### config.mk
export PLATFORM = sky130hd
export DESIGN_NAME = fetch_unit_flat
export DESIGN_NICKNAME = d
export VERILOG_FILES = /design/src/rtl/fetch_if.sv /design/src/rtl/fetch_unit.sv /design/src/flat_wrapper.sv
export SDC_FILE = /design/constraint.sdc
export NUM_CORES = 1
export LEC_CHECK = 0
export CORE_MARGIN = 1.5
export CORE_UTILIZATION = 50
export DETAILED_ROUTE_END_ITERATION = 10
export PLACE_DENSITY = 0.75
export SLEW_MARGIN = 20
export SYNTH_ARGS = -nofsm -noshare
export SYNTH_HDL_FRONTEND = slang
export SYNTH_SLANG_ARGS = --single-unit
### constraint.sdc
create_clock -name clk -period 2.62 [get_ports clk]
set_input_delay 0.524 -clock clk [delete_from_list [all_inputs] [get_ports clk]]
set_output_delay 0.524 -clock clk [all_outputs]
set_load 0.1 [all_outputs]
### src/rtl/fetch_if.sv
// Fetch unit bus bundle: instruction-memory port, instruction queue head and redirect.
// master = fetch unit, slave = memory/controller side.
interface fetch_if;
  logic        imem_req;
  logic [31:0] imem_addr;
  logic [2:0]  imem_funct3;
  logic [31:0] imem_rdata;
  logic        instr_valid;
  logic [31:0] instr_data;
  logic [31:0] instr_pc;
  logic        instr_ready;
  logic        redirect_valid;
  logic [31:0] redirect_pc;
  logic        halted;

  modport master (
    output imem_req, imem_addr, imem_funct3, instr_valid, instr_data, instr_pc, halted,
    input  imem_rdata, instr_ready, redirect_valid, redirect_pc
  );

  modport slave (
    input  imem_req, imem_addr, imem_funct3, instr_valid, instr_data, instr_pc, halted,
    output imem_rdata, instr_ready, redirect_valid, redirect_pc
  );
endinterface

### src/rtl/fetch_unit.sv
// Instruction fetch unit: word fetcher feeding a DEPTH-entry prefetch queue with redirect.
// Optional stop-word halting is compiled in with FETCH_STOP_WORD_EN.
module fetch_unit #(
  parameter int          DEPTH    = 4,
  parameter logic [31:0] RESET_PC = 32'h0000_0000
) (
  input  logic   clk,
  input  logic   rst,
  fetch_if.master bus
);

  localparam int            AW      = $clog2(DEPTH);
  localparam logic [AW:0]   DEPTH_C = (AW+1)'(DEPTH);
  localparam logic [0:0]    RUN     = 1'b0;
  localparam logic [0:0]    HALT    = 1'b1;

  logic [0:0]    state;
  logic [31:0]   fetch_pc;
  logic          vld_p1;
  logic [31:0]   req_pc_p1;
  logic [31:0]   data_q [DEPTH];
  logic [31:0]   pc_q   [DEPTH];
  logic [AW-1:0] wr_ptr;
  logic [AW-1:0] rd_ptr;
  logic [AW:0]   count;
  logic [31:0]   last_data;
  logic [31:0]   last_pc;
  logic [AW:0]   occ;
  logic          req;
  logic          stop_hit;
  logic          push;
  logic          pop;
  logic          not_empty;

  // Outstanding response counts against capacity; a same-cycle pop gives no credit.
  assign occ       = count + {{AW{1'b0}}, vld_p1};
  assign req       = !rst && (state == RUN) && !bus.redirect_valid && (occ < DEPTH_C);
  assign not_empty = (count != '0);

`ifdef FETCH_STOP_WORD_EN
  assign stop_hit   = vld_p1 && (state == RUN) && !bus.redirect_valid && (bus.imem_rdata == 32'h0);
  assign bus.halted = (state == HALT);
`else
  assign stop_hit   = 1'b0;
  assign bus.halted = 1'b0;
`endif

  assign push = vld_p1 && (state == RUN) && !stop_hit && !bus.redirect_valid;
  assign pop  = not_empty && bus.instr_ready && !bus.redirect_valid;

  assign bus.imem_req    = req;
  assign bus.imem_addr   = fetch_pc;
  assign bus.imem_funct3 = 3'b010;
  assign bus.instr_valid = not_empty;
  assign bus.instr_data  = not_empty ? data_q[rd_ptr] : last_data;
  assign bus.instr_pc    = not_empty ? pc_q[rd_ptr]   : last_pc;

  // Stage p0 -> p1: request issue, queue control
  always_ff @(posedge clk) begin
    if (rst) begin
      state     <= RUN;
      fetch_pc  <= RESET_PC;
      vld_p1    <= 1'b0;
      wr_ptr    <= '0;
      rd_ptr    <= '0;
      count     <= '0;
      last_data <= 32'h0;
      last_pc   <= 32'h0;
    end else begin
      vld_p1 <= req;
      if (pop) begin
        last_data <= data_q[rd_ptr];
        last_pc   <= pc_q[rd_ptr];
      end
      if (bus.redirect_valid) begin
        state    <= RUN;
        fetch_pc <= bus.redirect_pc & 32'hFFFF_FFFC;
        wr_ptr   <= '0;
        rd_ptr   <= '0;
        count    <= '0;
      end else begin
        if (req)      fetch_pc <= fetch_pc + 32'd4;
        if (stop_hit) state    <= HALT;
        if (push)     wr_ptr   <= wr_ptr + 1'b1;
        if (pop)      rd_ptr   <= rd_ptr + 1'b1;
        case ({push, pop})
          2'b10:   count <= count + 1'b1;
          2'b01:   count <= count - 1'b1;
          default: count <= count;
        endcase
      end
    end
  end

  // Stage p1 -> queue: request address and response payload
  always_ff @(posedge clk) begin
    if (req) req_pc_p1 <= fetch_pc;
    if (push) begin
      data_q[wr_ptr] <= bus.imem_rdata;
      pc_q[wr_ptr]   <= req_pc_p1;
    end
  end

endmodule

### src/flat_wrapper.sv
// flat-port wrapper written by rule: the top's interface ports become plain ports
module fetch_unit_flat 
#(
  parameter int          DEPTH    = 4,
  parameter logic [31:0] RESET_PC = 32'h0000_0000
)
  (clk, rst, bus_imem_req, bus_imem_addr, bus_imem_funct3, bus_instr_valid, bus_instr_data, bus_instr_pc, bus_halted, bus_imem_rdata, bus_instr_ready, bus_redirect_valid, bus_redirect_pc);
  fetch_if bus_i ();
  input  logic clk;
  input  logic rst;
  output wire logic [$bits(bus_i.imem_req)-1:0] bus_imem_req;
  output wire logic [$bits(bus_i.imem_addr)-1:0] bus_imem_addr;
  output wire logic [$bits(bus_i.imem_funct3)-1:0] bus_imem_funct3;
  output wire logic [$bits(bus_i.instr_valid)-1:0] bus_instr_valid;
  output wire logic [$bits(bus_i.instr_data)-1:0] bus_instr_data;
  output wire logic [$bits(bus_i.instr_pc)-1:0] bus_instr_pc;
  output wire logic [$bits(bus_i.halted)-1:0] bus_halted;
  input wire logic [$bits(bus_i.imem_rdata)-1:0] bus_imem_rdata;
  input wire logic [$bits(bus_i.instr_ready)-1:0] bus_instr_ready;
  input wire logic [$bits(bus_i.redirect_valid)-1:0] bus_redirect_valid;
  input wire logic [$bits(bus_i.redirect_pc)-1:0] bus_redirect_pc;
  assign bus_imem_req = bus_i.imem_req;
  assign bus_imem_addr = bus_i.imem_addr;
  assign bus_imem_funct3 = bus_i.imem_funct3;
  assign bus_instr_valid = bus_i.instr_valid;
  assign bus_instr_data = bus_i.instr_data;
  assign bus_instr_pc = bus_i.instr_pc;
  assign bus_halted = bus_i.halted;
  assign bus_i.imem_rdata = bus_imem_rdata;
  assign bus_i.instr_ready = bus_instr_ready;
  assign bus_i.redirect_valid = bus_redirect_valid;
  assign bus_i.redirect_pc = bus_redirect_pc;
  fetch_unit #(.DEPTH(DEPTH), .RESET_PC(RESET_PC)) u_core (.clk(clk), .rst(rst), .bus(bus_i));
endmodule
==> results.py <==
metrics = {
    "die": {
        "fp.dieW_um": 176,
        "start_util_pct": 51.3,
        "die_area_um2": 30800,
        "io_pins": 170,
        "core-area_um2": 29000,
        "placementRows": 62,
        "die_h_um": 176,
    },
    "synth": {
        "synth.distinct_cells": 47,
        "synth_edf_count": 278,
        "async_flop_share_pct": 0,
        "synth_flop_cell": "edfxtp_1",
        "yosysTopAreaCell": "edfxtp_1",
        "yosysSeqAreaShare_pct": 69.8,
        "synth_top_area_share_pct": 56.1,
        "ys_seq_elements": 380,
        "synthTopCellsByArea": "edfxtp_1 56%, dfxtp_1 14%, mux4_2 9.4%",
        "avgSynthCellArea_um2": 15.4,
        "netlist_instances": 967,
        "syn_area_um2": 14900,
        "yosys_warnings": 0,
    },
    "critical_path": {
        "cp-start-kind": "flop",
        "endpoint_kind": "primary output",
        "worstPathRequired_ns": 2.10,
        "r2r_slack_ns": 0.33,
        "cp_top_family": "multiplexers",
        "cp.arrival_ns": 2.21,
        "path_buf_inv": 3,
        "endpoint": "bus_instr_pc[4]",
        "crit_cells": 5,
        "reg2reg_to": "u_core.count[2]",
        "r2r-start": "u_core.count[0]",
        "cp_slowest_stage_delay_ns": 0.51,
        "criticalPathCategory": "reg2out",
        "cp_max_fo": 6,
        "reg2regPathDepth": 10,
        "crit_slowest_cell": "mux4_2",
        "path_cells": "buf_4, clkbuf_16, mux4_2, mux2_4, buf_12",
    },
    "job": {
        "drv_cap": 0,
    },
    "timing": {
        "final.setup.tns_ns": -4.33,
        "min_period_ns": 2.74,
        "min_period_over_period_pct": 104,
        "finalSetupViolations": 62,
        "finalHoldViolations": 0,
        "layout_setup_ws_ns": -0.118,
        "fin_worst_skew_ns": 0.00843,
        "relSlewSlack_pct": 41.7,
        "worst_pin_slew_ns": 0.875,
        "fmax_ghz": 0.365,
        "drv_slew": 0,
        "rsz0062_at_grt": "yes",
    },
    "placement": {
        "gp_congestion": 0.819,
        "dp_hpwl_mm": 20.5,
        "place_ws_ns": 0.0399,
        "dpl_cell_area_um2": 17900,
        "numPortBuffers": 159,
        "placed_cells": 1498,
    },
    "clock_network": {
        "cts.sinks": 380,
        "cts_buffers": 39,
        "htree_levels": 2,
        "root_buffer": "clkbuf_16",
        "cts_tree": "yes",
        "worstSkewPairLatency_ns": 0.52,
        "clk_transition_reported_paths_ns": 0.06,
        "cts_buffer_depth": 3,
    },
    "min_path": {
        "min_path_type": "reg2reg",
    },
    "power": {
        "leakage_uw": 0.00653,
        "ir_drop_uv": 635,
        "pwr_density_cell_nw_per_um2": 675,
        "intPower_uw": 10200,
        "p_seq_share_pct": 50.2,
        "clkPwrFrac_pct": 41.7,
        "switching_share_pct": 23.0,
        "switchingPower_uw": 3040,
        "combPwrFrac_pct": 8.1,
    },
    "cells_and_area": {
        "final_area_um2": 19600,
        "drive_gt1_share_pct": 29.2,
        "fin_nets": 1249,
        "area_growth_pct": 31.6,
        "final_cells": 1588,
        "final_core_util_pct": 67.5,
        "diodes": 0,
    },
    "global_route": {
        "grt_pass1_wl_mm": 52.4,
        "antenna_found_initial": 0,
        "overflow": 0,
        "grt_start_max_net_pins": 70,
        "grt.total_usage_pct": 22.3,
        "grt_pass1_vias": 9269,
    },
    "route": {
        "viasPerCell": 5.66,
        "wl_per_cell_um": 21.7,
        "drc": 0,
        "ant_nets": 0,
        "firstDrtPassIters": 5,
        "wl_mm": 34.4,
        "vias": 8996,
        "drtIter0Drc": 707,
    },
    "outcome": {
        "violations": "negative setup slack",
        "outcome": "complete, but fails checks",
    },
}
==> through the flow <==
stage	total power [µW]	hold WS (ns)
after floorplan	7400	0.434
after global placement	7790	0.439
after detailed placement	7810	0.445
after CTS	13300	0.443
after global routing	13600	0.467
final	13200	0.450
==> logic make-up after synthesis <==
logic type	count (synthesis)	share of synthesized area (%)
muxes	126	14.2
DFF	380	69.8
adders and majority gates	7	0.639
buffers and inverters	78	2.30
xor gates and xnor gates	27	1.59
other	2	0.0505
AOI/OAI and AO/OA	109	4.26
and+or+nand+nor	238	7.14
==> cell usage after synthesis (5+ instances only) <==
cell type,count
a211oi_1,13
a21oi_1,68
a31oi_1,8
and2_1,7
and4_1,5
buf_2,15
buf_4,8
clkbuf_1,38
dfxtp_1,102
edfxtp_1,278
ha_1,6
inv_1,14
mux2_2,62
mux4_2,62
nand2_1,144
nand3_1,15
nand4_1,8
nor2_1,26
nor3_1,6
nor4_1,9
or3_1,8
xnor2_1,21
xor2_1,6
==> final cells by class <==
class	instances	area (µm²)
inverter	15	60.1
timing repair buffer	223	2950
clock buffer	53	1070
fill	1969	9420
sequential	380	10400
clock inverter	18	204
multi-input combinational	515	4430
tap	384	480
==> layer usage <==
metal / GRT usage (%) / wire, µm / vias up
li1: - / - / 4074
met1: 28.6 / 13900 / 4529
met2: 39.2 / 17700 / 317
met3: 2.94 / 1820 / 76
met4: 8.12 / 1000 / 0
met5: 0 / 0 / -
==> layout by cell type, fill, tap and decap left out, drive strengths merged, types with 15 or more instances in the layout <==
master / n
mux4: 62
edfxtp: 278
dfxtp: 102
nand2: 144
a21oi: 68
clkbuf: 56
buf: 156
nor2: 26
nand3: 15
mux2: 62
xnor2: 21
clkdlybuf4s50: 64
==> worst reg2reg max path: stages, from the launching register on <==
cell and delay, ns:
dfxtp_1 0.40, or3_4 0.26, buf_4 0.22, nand3_4 0.09
inv_2 0.06, ha_1 0.16, inv_1 0.05, fa_1 0.37
xor2_1 0.16, or3_1 0.30, a21oi_1 0.14
==> how the worst min path moves through the flow <==
stage                          from                    to  slack [ns]  cells after the start
5_1_grt                         rst                  flop        0.47                      4
6_report       u_core.last_data[26]  u_core.last_data[26]        0.45                      2
3_5_place_dp   u_core.last_data[13]  u_core.last_data[13]        0.44                      2
3_3_place_gp     u_core.last_pc[20]    u_core.last_pc[20]        0.44                      2
2_1_floorplan   u_core.last_data[0]   u_core.last_data[0]        0.43                      2
4_1_cts                         rst       u_core.count[2]        0.44                      4
==> state kept, by name (all words and copies together), names as in the netlist, named ones only <==
name                  cells
u_core.req_pc_p1         30
u_core.count              3
u_core.data_q           128
u_core.last_data         32
u_core.rd_ptr             2
u_core.bus.imem_addr     30
u_core.last_pc           30
u_core.vld_p1             1
u_core.pc_q             120
u_core.wr_ptr             2
==> repair_timing <==
action                                  4_1_cts  5_1_grt
resized for setup                            44       14
hold buffers                                  0        0
pin swaps                                     0        1
setup buffers                                 2       14
endpoints found under the setup margin       62       63
cloned                                        0        3
==> power groups by stage <==
stage	sequential, µW	clock [µW]	combinational, µW
floorplan	6960	0	445
global placement	6760	0	1030
detailed placement	6770	0	1040
CTS	6640	5610	1060
global route	6650	5820	1110
finish	6640	5510	1070
(Power assumes the default switching activity.)
